## config.mk

```make
export PLATFORM = sky130hd
export DESIGN_NAME = alu_sequencer
export DESIGN_NICKNAME = d
export VERILOG_FILES = /design/src/rtl/alu_pkg.sv /design/src/rtl/alu_regfile.sv /design/src/rtl/alu_sequencer.sv
export SDC_FILE = /design/constraint.sdc
export NUM_CORES = 1
export LEC_CHECK = 0
export ABC_CLOCK_PERIOD_IN_PS = 3050
export CORE_ASPECT_RATIO = 0.75
export CORE_UTILIZATION = 50
export DETAILED_ROUTE_END_ITERATION = 6
export PLACE_DENSITY = 0.8
export RECOVER_POWER = 50
export SYNTH_ARGS = -nofsm -noshare
export SYNTH_HDL_FRONTEND = slang
export SYNTH_HIERARCHICAL = 1
export SYNTH_SLANG_ARGS = --single-unit
```

## constraint.sdc

```tcl
create_clock -name clk -period 3.05 [get_ports clk]
set_clock_uncertainty 0.2 [all_clocks]
set_input_delay 0.61 -clock clk [delete_from_list [all_inputs] [get_ports clk]]
set_output_delay 0.61 -clock clk [all_outputs]
set_load 0.05 [all_outputs]
```

## src/rtl/alu_pkg.sv

```systemverilog
`timescale 1ns/1ps
`default_nettype none
// ============================================================================
// Module   : alu_pkg
// Purpose  : Shared definitions for the ALU sequencer slice: data/address
//            widths, ALU op codes, sequencer state encoding, flag bit indices
//            and instruction field positions.
// Revision : 1.0 - initial release
// ============================================================================
package alu_pkg;

  localparam int DATA_W = 8;
  localparam int REG_AW = 2;
  localparam int OP_W   = 3;

  // ALU op codes
  localparam logic [OP_W-1:0] OP_ADD = 3'b000;
  localparam logic [OP_W-1:0] OP_SHR = 3'b001;
  localparam logic [OP_W-1:0] OP_SHL = 3'b010;
  localparam logic [OP_W-1:0] OP_NOT = 3'b011;
  localparam logic [OP_W-1:0] OP_AND = 3'b100;
  localparam logic [OP_W-1:0] OP_OR  = 3'b101;
  localparam logic [OP_W-1:0] OP_XOR = 3'b110;
  localparam logic [OP_W-1:0] OP_CMP = 3'b111;

  // Sequencer states
  typedef enum logic [1:0] {
    ST_IDLE  = 2'b00,
    ST_LOAD  = 2'b01,
    ST_EXEC  = 2'b10,
    ST_STORE = 2'b11
  } state_e;

  // Flag register bit positions: {C, A, E, Z}
  localparam int FLAG_C = 3;
  localparam int FLAG_A = 2;
  localparam int FLAG_E = 1;
  localparam int FLAG_Z = 0;

  // Instruction fields
  localparam int INSTR_CLASS = 7;
  localparam int INSTR_OP_HI = 6;
  localparam int INSTR_OP_LO = 4;
  localparam int INSTR_RA_HI = 3;
  localparam int INSTR_RA_LO = 2;
  localparam int INSTR_RB_HI = 1;
  localparam int INSTR_RB_LO = 0;

  // CMP only produces flags; every other op writes its result back.
  function automatic logic op_writes_back(input logic [OP_W-1:0] op);
    return op != OP_CMP;
  endfunction

endpackage
`default_nettype wire

```

## src/rtl/alu_regfile.sv

```systemverilog
`timescale 1ns/1ps
`default_nettype none
// ============================================================================
// Module   : alu_regfile
// Purpose  : General register file, NREGS x 8 bits, one synchronous write
//            port and two combinational read ports (operand and debug).
// Ports    : clk, rst         - clock, async active-high reset (clears all)
//            wr_en_i/addr/data - write port
//            op_addr_i/op_data_o   - operand read port
//            dbg_addr_i/dbg_data_o - debug read port
// Revision : 1.0 - initial release
// ============================================================================
module alu_regfile
  import alu_pkg::*;
#(
  parameter int NREGS = 4
) (
  input  logic              clk,
  input  logic              rst,
  input  logic              wr_en_i,
  input  logic [REG_AW-1:0] wr_addr_i,
  input  logic [DATA_W-1:0] wr_data_i,
  input  logic [REG_AW-1:0] op_addr_i,
  output logic [DATA_W-1:0] op_data_o,
  input  logic [REG_AW-1:0] dbg_addr_i,
  output logic [DATA_W-1:0] dbg_data_o
);

  logic [DATA_W-1:0] regs_q [NREGS];

  always_ff @(posedge clk or posedge rst) begin
    if (rst) begin
      for (int i = 0; i < NREGS; i++) begin
        regs_q[i] <= '0;
      end
    end else if (wr_en_i) begin
      regs_q[wr_addr_i] <= wr_data_i;
    end
  end

  assign op_data_o  = regs_q[op_addr_i];
  assign dbg_data_o = regs_q[dbg_addr_i];

endmodule
`default_nettype wire

```

## src/rtl/alu_sequencer.sv

```systemverilog
`timescale 1ns/1ps
`default_nettype none
// ============================================================================
// Module   : alu_sequencer
// Purpose  : Four-state control stage in front of an external combinational
//            8-bit ALU. Accepts one instruction per handshake, loads TMP from
//            R[RA], samples the ALU into ACC/flags, writes ACC back to R[RB].
// Ports    : clk, rst                 - clock, async active-high reset
//            instr_valid/ready/instr  - instruction handshake
//            done, illegal            - one-cycle status pulses
//            alu_a/b/op/carry_in      - ALU operand drive
//            alu_out, alu_A/E/Z/C     - ALU result and flags
//            flags                    - registered {C,A,E,Z}
//            reg_wr_en/addr/data      - external register load (IDLE only)
//            reg_rd_addr/reg_rd_data  - debug register read
// Config   : ALU_CARRY_CHAIN_EN - when defined, alu_carry_in = flags.C;
//            otherwise alu_carry_in is tied to 0.
// Revision : 1.0 - initial release
// ============================================================================
module alu_sequencer
  import alu_pkg::*;
#(
  parameter int NREGS = 4
) (
  input  logic              clk,
  input  logic              rst,
  input  logic              instr_valid,
  output logic              instr_ready,
  input  logic [7:0]        instr,
  output logic              done,
  output logic              illegal,
  output logic [DATA_W-1:0] alu_a,
  output logic [DATA_W-1:0] alu_b,
  output logic [OP_W-1:0]   alu_op,
  output logic              alu_carry_in,
  input  logic [DATA_W-1:0] alu_out,
  input  logic              alu_A,
  input  logic              alu_E,
  input  logic              alu_Z,
  input  logic              alu_C,
  output logic [3:0]        flags,
  input  logic              reg_wr_en,
  input  logic [REG_AW-1:0] reg_wr_addr,
  input  logic [DATA_W-1:0] reg_wr_data,
  input  logic [REG_AW-1:0] reg_rd_addr,
  output logic [DATA_W-1:0] reg_rd_data
);

  state_e            state_q,   state_d;
  logic [OP_W-1:0]   op_q,      op_d;
  logic [REG_AW-1:0] ra_q,      ra_d;
  logic [REG_AW-1:0] rb_q,      rb_d;
  logic [DATA_W-1:0] tmp_q,     tmp_d;
  logic [DATA_W-1:0] acc_q,     acc_d;
  logic [3:0]        flags_q,   flags_d;
  logic              done_q,    done_d;
  logic              illegal_q, illegal_d;

  logic              w_rf_wr_en;
  logic [REG_AW-1:0] w_rf_wr_addr;
  logic [DATA_W-1:0] w_rf_wr_data;
  logic [REG_AW-1:0] w_opnd_addr;
  logic [DATA_W-1:0] w_opnd_data;

  // The single operand port serves R[RA] while loading TMP and R[RB]
  // everywhere else; the ALU is only sampled in EXEC, where it sees R[RB].
  assign w_opnd_addr = (state_q == ST_LOAD) ? ra_q : rb_q;

  alu_regfile #(
    .NREGS (NREGS)
  ) u_regfile (
    .clk        (clk),
    .rst        (rst),
    .wr_en_i    (w_rf_wr_en),
    .wr_addr_i  (w_rf_wr_addr),
    .wr_data_i  (w_rf_wr_data),
    .op_addr_i  (w_opnd_addr),
    .op_data_o  (w_opnd_data),
    .dbg_addr_i (reg_rd_addr),
    .dbg_data_o (reg_rd_data)
  );

  always_ff @(posedge clk or posedge rst) begin
    if (rst) begin
      state_q   <= ST_IDLE;
      op_q      <= '0;
      ra_q      <= '0;
      rb_q      <= '0;
      tmp_q     <= '0;
      acc_q     <= '0;
      flags_q   <= '0;
      done_q    <= 1'b0;
      illegal_q <= 1'b0;
    end else begin
      state_q   <= state_d;
      op_q      <= op_d;
      ra_q      <= ra_d;
      rb_q      <= rb_d;
      tmp_q     <= tmp_d;
      acc_q     <= acc_d;
      flags_q   <= flags_d;
      done_q    <= done_d;
      illegal_q <= illegal_d;
    end
  end

  always_comb begin
    state_d      = state_q;
    op_d         = op_q;
    ra_d         = ra_q;
    rb_d         = rb_q;
    tmp_d        = tmp_q;
    acc_d        = acc_q;
    flags_d      = flags_q;
    done_d       = 1'b0;
    illegal_d    = 1'b0;
    w_rf_wr_en   = 1'b0;
    w_rf_wr_addr = reg_wr_addr;
    w_rf_wr_data = reg_wr_data;

    case (state_q)
      ST_IDLE: begin
        // External loads land on the accept edge, so LOAD already sees them.
        w_rf_wr_en = reg_wr_en;
        if (instr_valid) begin
          op_d = instr[INSTR_OP_HI:INSTR_OP_LO];
          ra_d = instr[INSTR_RA_HI:INSTR_RA_LO];
          rb_d = instr[INSTR_RB_HI:INSTR_RB_LO];
          if (instr[INSTR_CLASS]) begin
            state_d = ST_LOAD;
          end else begin
            illegal_d = 1'b1;
          end
        end
      end
      ST_LOAD: begin
        tmp_d   = w_opnd_data;
        state_d = ST_EXEC;
      end
      ST_EXEC: begin
        acc_d           = alu_out;
        flags_d[FLAG_C] = alu_C;
        flags_d[FLAG_A] = alu_A;
        flags_d[FLAG_E] = alu_E;
        flags_d[FLAG_Z] = alu_Z;
        state_d         = ST_STORE;
      end
      ST_STORE: begin
        if (op_writes_back(op_q)) begin
          w_rf_wr_en   = 1'b1;
          w_rf_wr_addr = rb_q;
          w_rf_wr_data = acc_q;
        end
        done_d  = 1'b1;
        state_d = ST_IDLE;
      end
      default: begin
        state_d = ST_IDLE;
      end
    endcase
  end

`ifdef ALU_CARRY_CHAIN_EN
  assign alu_carry_in = flags_q[FLAG_C];
`else
  assign alu_carry_in = 1'b0;
`endif

  assign instr_ready = (state_q == ST_IDLE);
  assign done        = done_q;
  assign illegal     = illegal_q;
  assign flags       = flags_q;
  assign alu_a       = w_opnd_data;
  assign alu_b       = tmp_q;
  assign alu_op      = op_q;

endmodule
`default_nettype wire
```

==> results <==
worst max-delay path by stage:
stage	start	endpoint	slack (ns)	cells after the start
6_report	state_q[1]$_DFFE_PP0P_	alu_a[4]	0.10	5
5_1_grt	state_q[1]$_DFFE_PP0P_	alu_a[4]	0.01	5
4_1_cts	state_q[1]$_DFFE_PP0P_	alu_a[4]	0.05	5
3_5_place_dp	reg_rd_addr[0]	reg_rd_data[3]	0.22	4
3_3_place_gp	reg_rd_addr[0]	reg_rd_data[3]	0.22	4
2_1_floorplan	state_q[1]$_DFFE_PP0P_	alu_a[0]	0.33	6
cells in the mapped netlist:
library cell	count	area, um2
clkbuf_1	1	3.75
nand3b_2	2	22.5
conb_1	1	3.75
nor2_1	2	7.51
o21ai_1	1	5.00
o211ai_1	10	75.1
inv_1	4	15.0
nand3_2	1	10.0
buf_2	8	40.0
nand2b_1	11	68.8
mux4_2	16	360
nand4_1	10	62.6
a21oi_1	2	10.0
a21boi_1	1	7.51
and3_1	1	6.26
nand2_1	10	37.5
nor3b_4	1	18.8
buf_1	2	7.51
buf_4	2	15.0
nand2_4	1	11.3
mux2_2	62	698
dfrtp_1	63	1580
ha_1	4	50.1
nand3b_1	1	7.51
area by class of cell:
cell class | count | area [um2] | area share, %
multi-input combinational | 137 | 1470 | 35.9
clock inverter | 3 | 40.0 | 0.978
inverter | 4 | 15.0 | 0.367
clock buffer | 13 | 169 | 4.12
sequential | 63 | 1580 | 38.5
tap | 78 | 97.6 | 2.38
timing repair buffer | 78 | 726 | 17.7
stage by stage:
step | instance area (um2) | setup slack (ns) | utilization, % | hold slack, ns
floorplan | 3120 | 0.326 | - | 0.274
global placement | 3870 | 0.224 | 65.4 | 0.288
detailed placement | 3870 | 0.219 | 65.4 | 0.295
CTS | 4080 | 0.0450 | 69.0 | 0.309
global route | 4100 | 0.0146 | 69.2 | 0.328
finish | 4100 | 0.103 | 69.2 | 0.307
registers in the layout, indices dropped and copies added (netlist names):
signal / cells
acc_q: 8
alu_b: 8
alu_op: 3
done: 1
flags: 4
illegal: 1
ra_q: 2
rb_q: 2
state_q: 2
u_regfile/regs_q: 32
metal layers:
metal	vias to the layer above	part of all wire [%]	GRT usage [%]
li1	963	-	-
met5	-	0	0
met2	61	50	39.5
met4	0	0.79	7.18
met3	6	4.6	6.86
met1	1107	45	32.3
worst max-delay path, cell delays in order, from the launching register on:
cell     delay [ns]
dfrtp_1        0.41
inv_1          0.14
ha_4           0.17
mux2_4         0.39
mux4_2         0.50
buf_6          0.18
logic make-up after synthesis:
group	count (synthesis)
AOI/OAI and AO/OA	14
adders and majority gates	4
buffers and inverters	17
DFF	63
muxes	78
other	1
and+or+nand+nor	40
layout by cell type, fill, tap and decap left out:
| master | count |
|---|---|
| dfrtp_1 | 63 |
| mux2_2 | 61 |
| clkdlybuf4s50_1 | 52 |
| buf_4 | 19 |
| mux4_2 | 16 |
| clkbuf_8 | 12 |
| nand2_1 | 11 |
| nand2b_1 | 11 |
| nand4_1 | 10 |
| o211ai_1 | 10 |
| inv_1 | 4 |
| buf_6 | 4 |
| ha_1 | 3 |
| clkbuf_1 | 3 |
| a21oi_1 | 2 |
| nor2_1 | 2 |
| clkinv_2 | 2 |
| nand3b_2 | 2 |
| and3_1 | 1 |
| nand3b_1 | 1 |
| o21ai_1 | 1 |
| mux2_4 | 1 |
| a21boi_0 | 1 |
| ha_4 | 1 |
| conb_1 | 1 |
| bufinv_16 | 1 |
| dlygate4sd3_1 | 1 |
| nand3_2 | 1 |
| nor3b_4 | 1 |
timing repair:
| item | 4_1_cts | 5_1_grt |
|---|---|---|
| endpoints found under the setup margin | 8 | 7 |
| setup buffers | 0 | 0 |
| resized for setup | 1 | 6 |
==> metrics.txt <==
status finished, violations left; failing checks capacitance limit, slew limit; Max Transition Viols Final 65; global route overflow 0; post-synthesis mux area share 33.9%; worst-path fanout max 8; CTS tree done; Synth Area in Compound Gates 3.13%; drt wl/cell about 19 um; Layout fillers approximately 430; core area 5920 um2; number of global-route vias before repair 2272; Worst-Margin Slew 1.82 ns; Ant. Diodes 0; number of hold buffers added after CTS 0; nets@finish 333; syn nets 257; num rows 24; Residual DRC 0; slew margin rel. -21.0%; H-tree levels 3; R2R Path End u_regfile/regs_q[27]$_DFFE_PP0P_; Ys Warns 6; max cap viols 2; Inserted Clock Buffers 9; die span in y between 70 and 80 um; R2R depth 6; hold_sp flags[0]$_DFFE_PP0N_; Crit. End Element output port; Inst Count DP 360; worst hold path endpoint flags[0]$_DFFE_PP0N_; CTS clock-pin slew for the worst setup and hold paths 0.07 ns; Port Buffers between 60 and 70; Req. time, crit path 2.24 ns; clock root cell clkbuf_8; final WL 7170 um; Area Growth Syn to Fin 31.2%; Worst R2R Start state_q[0]$_DFFE_PP0P_; post-synthesis simple-gate area fraction 8.10%; Tmin final 2.95 ns; critical path arrival 2.14 ns; gpl congestion 0.809; XOR/XNOR Fraction of Synth Area 0%; first-pass GRT wire length 11700 um; post-route ant nets 0; via density per instance 5.68; Starting Density 52.7%; Die W 93.2 um; register bit total from synthesis 63; Post-Layout Cell Count between 300 and 400; post-synthesis adder-cell area fraction 1.60%; R2R Setup Slk 0.44 ns; hold path depth 1; Hold WC Path Type flip-flop to flip-flop; global-route usage over all layers 24.5%; Worst setup SP type flip-flop; Netlist Area Pre-Place ~3100 um2; layout cell share with drive strength beyond 1 40.6%; Max clock buf depth 2; initial antenna violation count 0; Avg Inst Size Synth 14.4 um2; worst skew pair latency 0.34 ns; I/O pin count ~70; Pre-antenna DRT Iters 4; # clock sinks 63; DP Wirelength 5060 um; Yosys cell types 24; setup_tns 0 ns; period utilisation layout 96.6%; Final setup viols 0; largest net degree at the start of global routing 33; Max Freq 339 MHz; die area between 6000 and 7000 um2; Final Hold Vio Count 0; sequential area share after synthesis just over 50%; routed vias 2137; Post-Synthesis Cells between 200 and 250; largest family of logic cells by synthesized area multiplexers; CP Class flip-flop to output port; RSZ-0062 raised after global routing no; 1st-iter DRT viols 104
Power of run 1 is not shown: default switching activity piles up to over one toggle a cycle in this logic, so the estimate is an artifact.
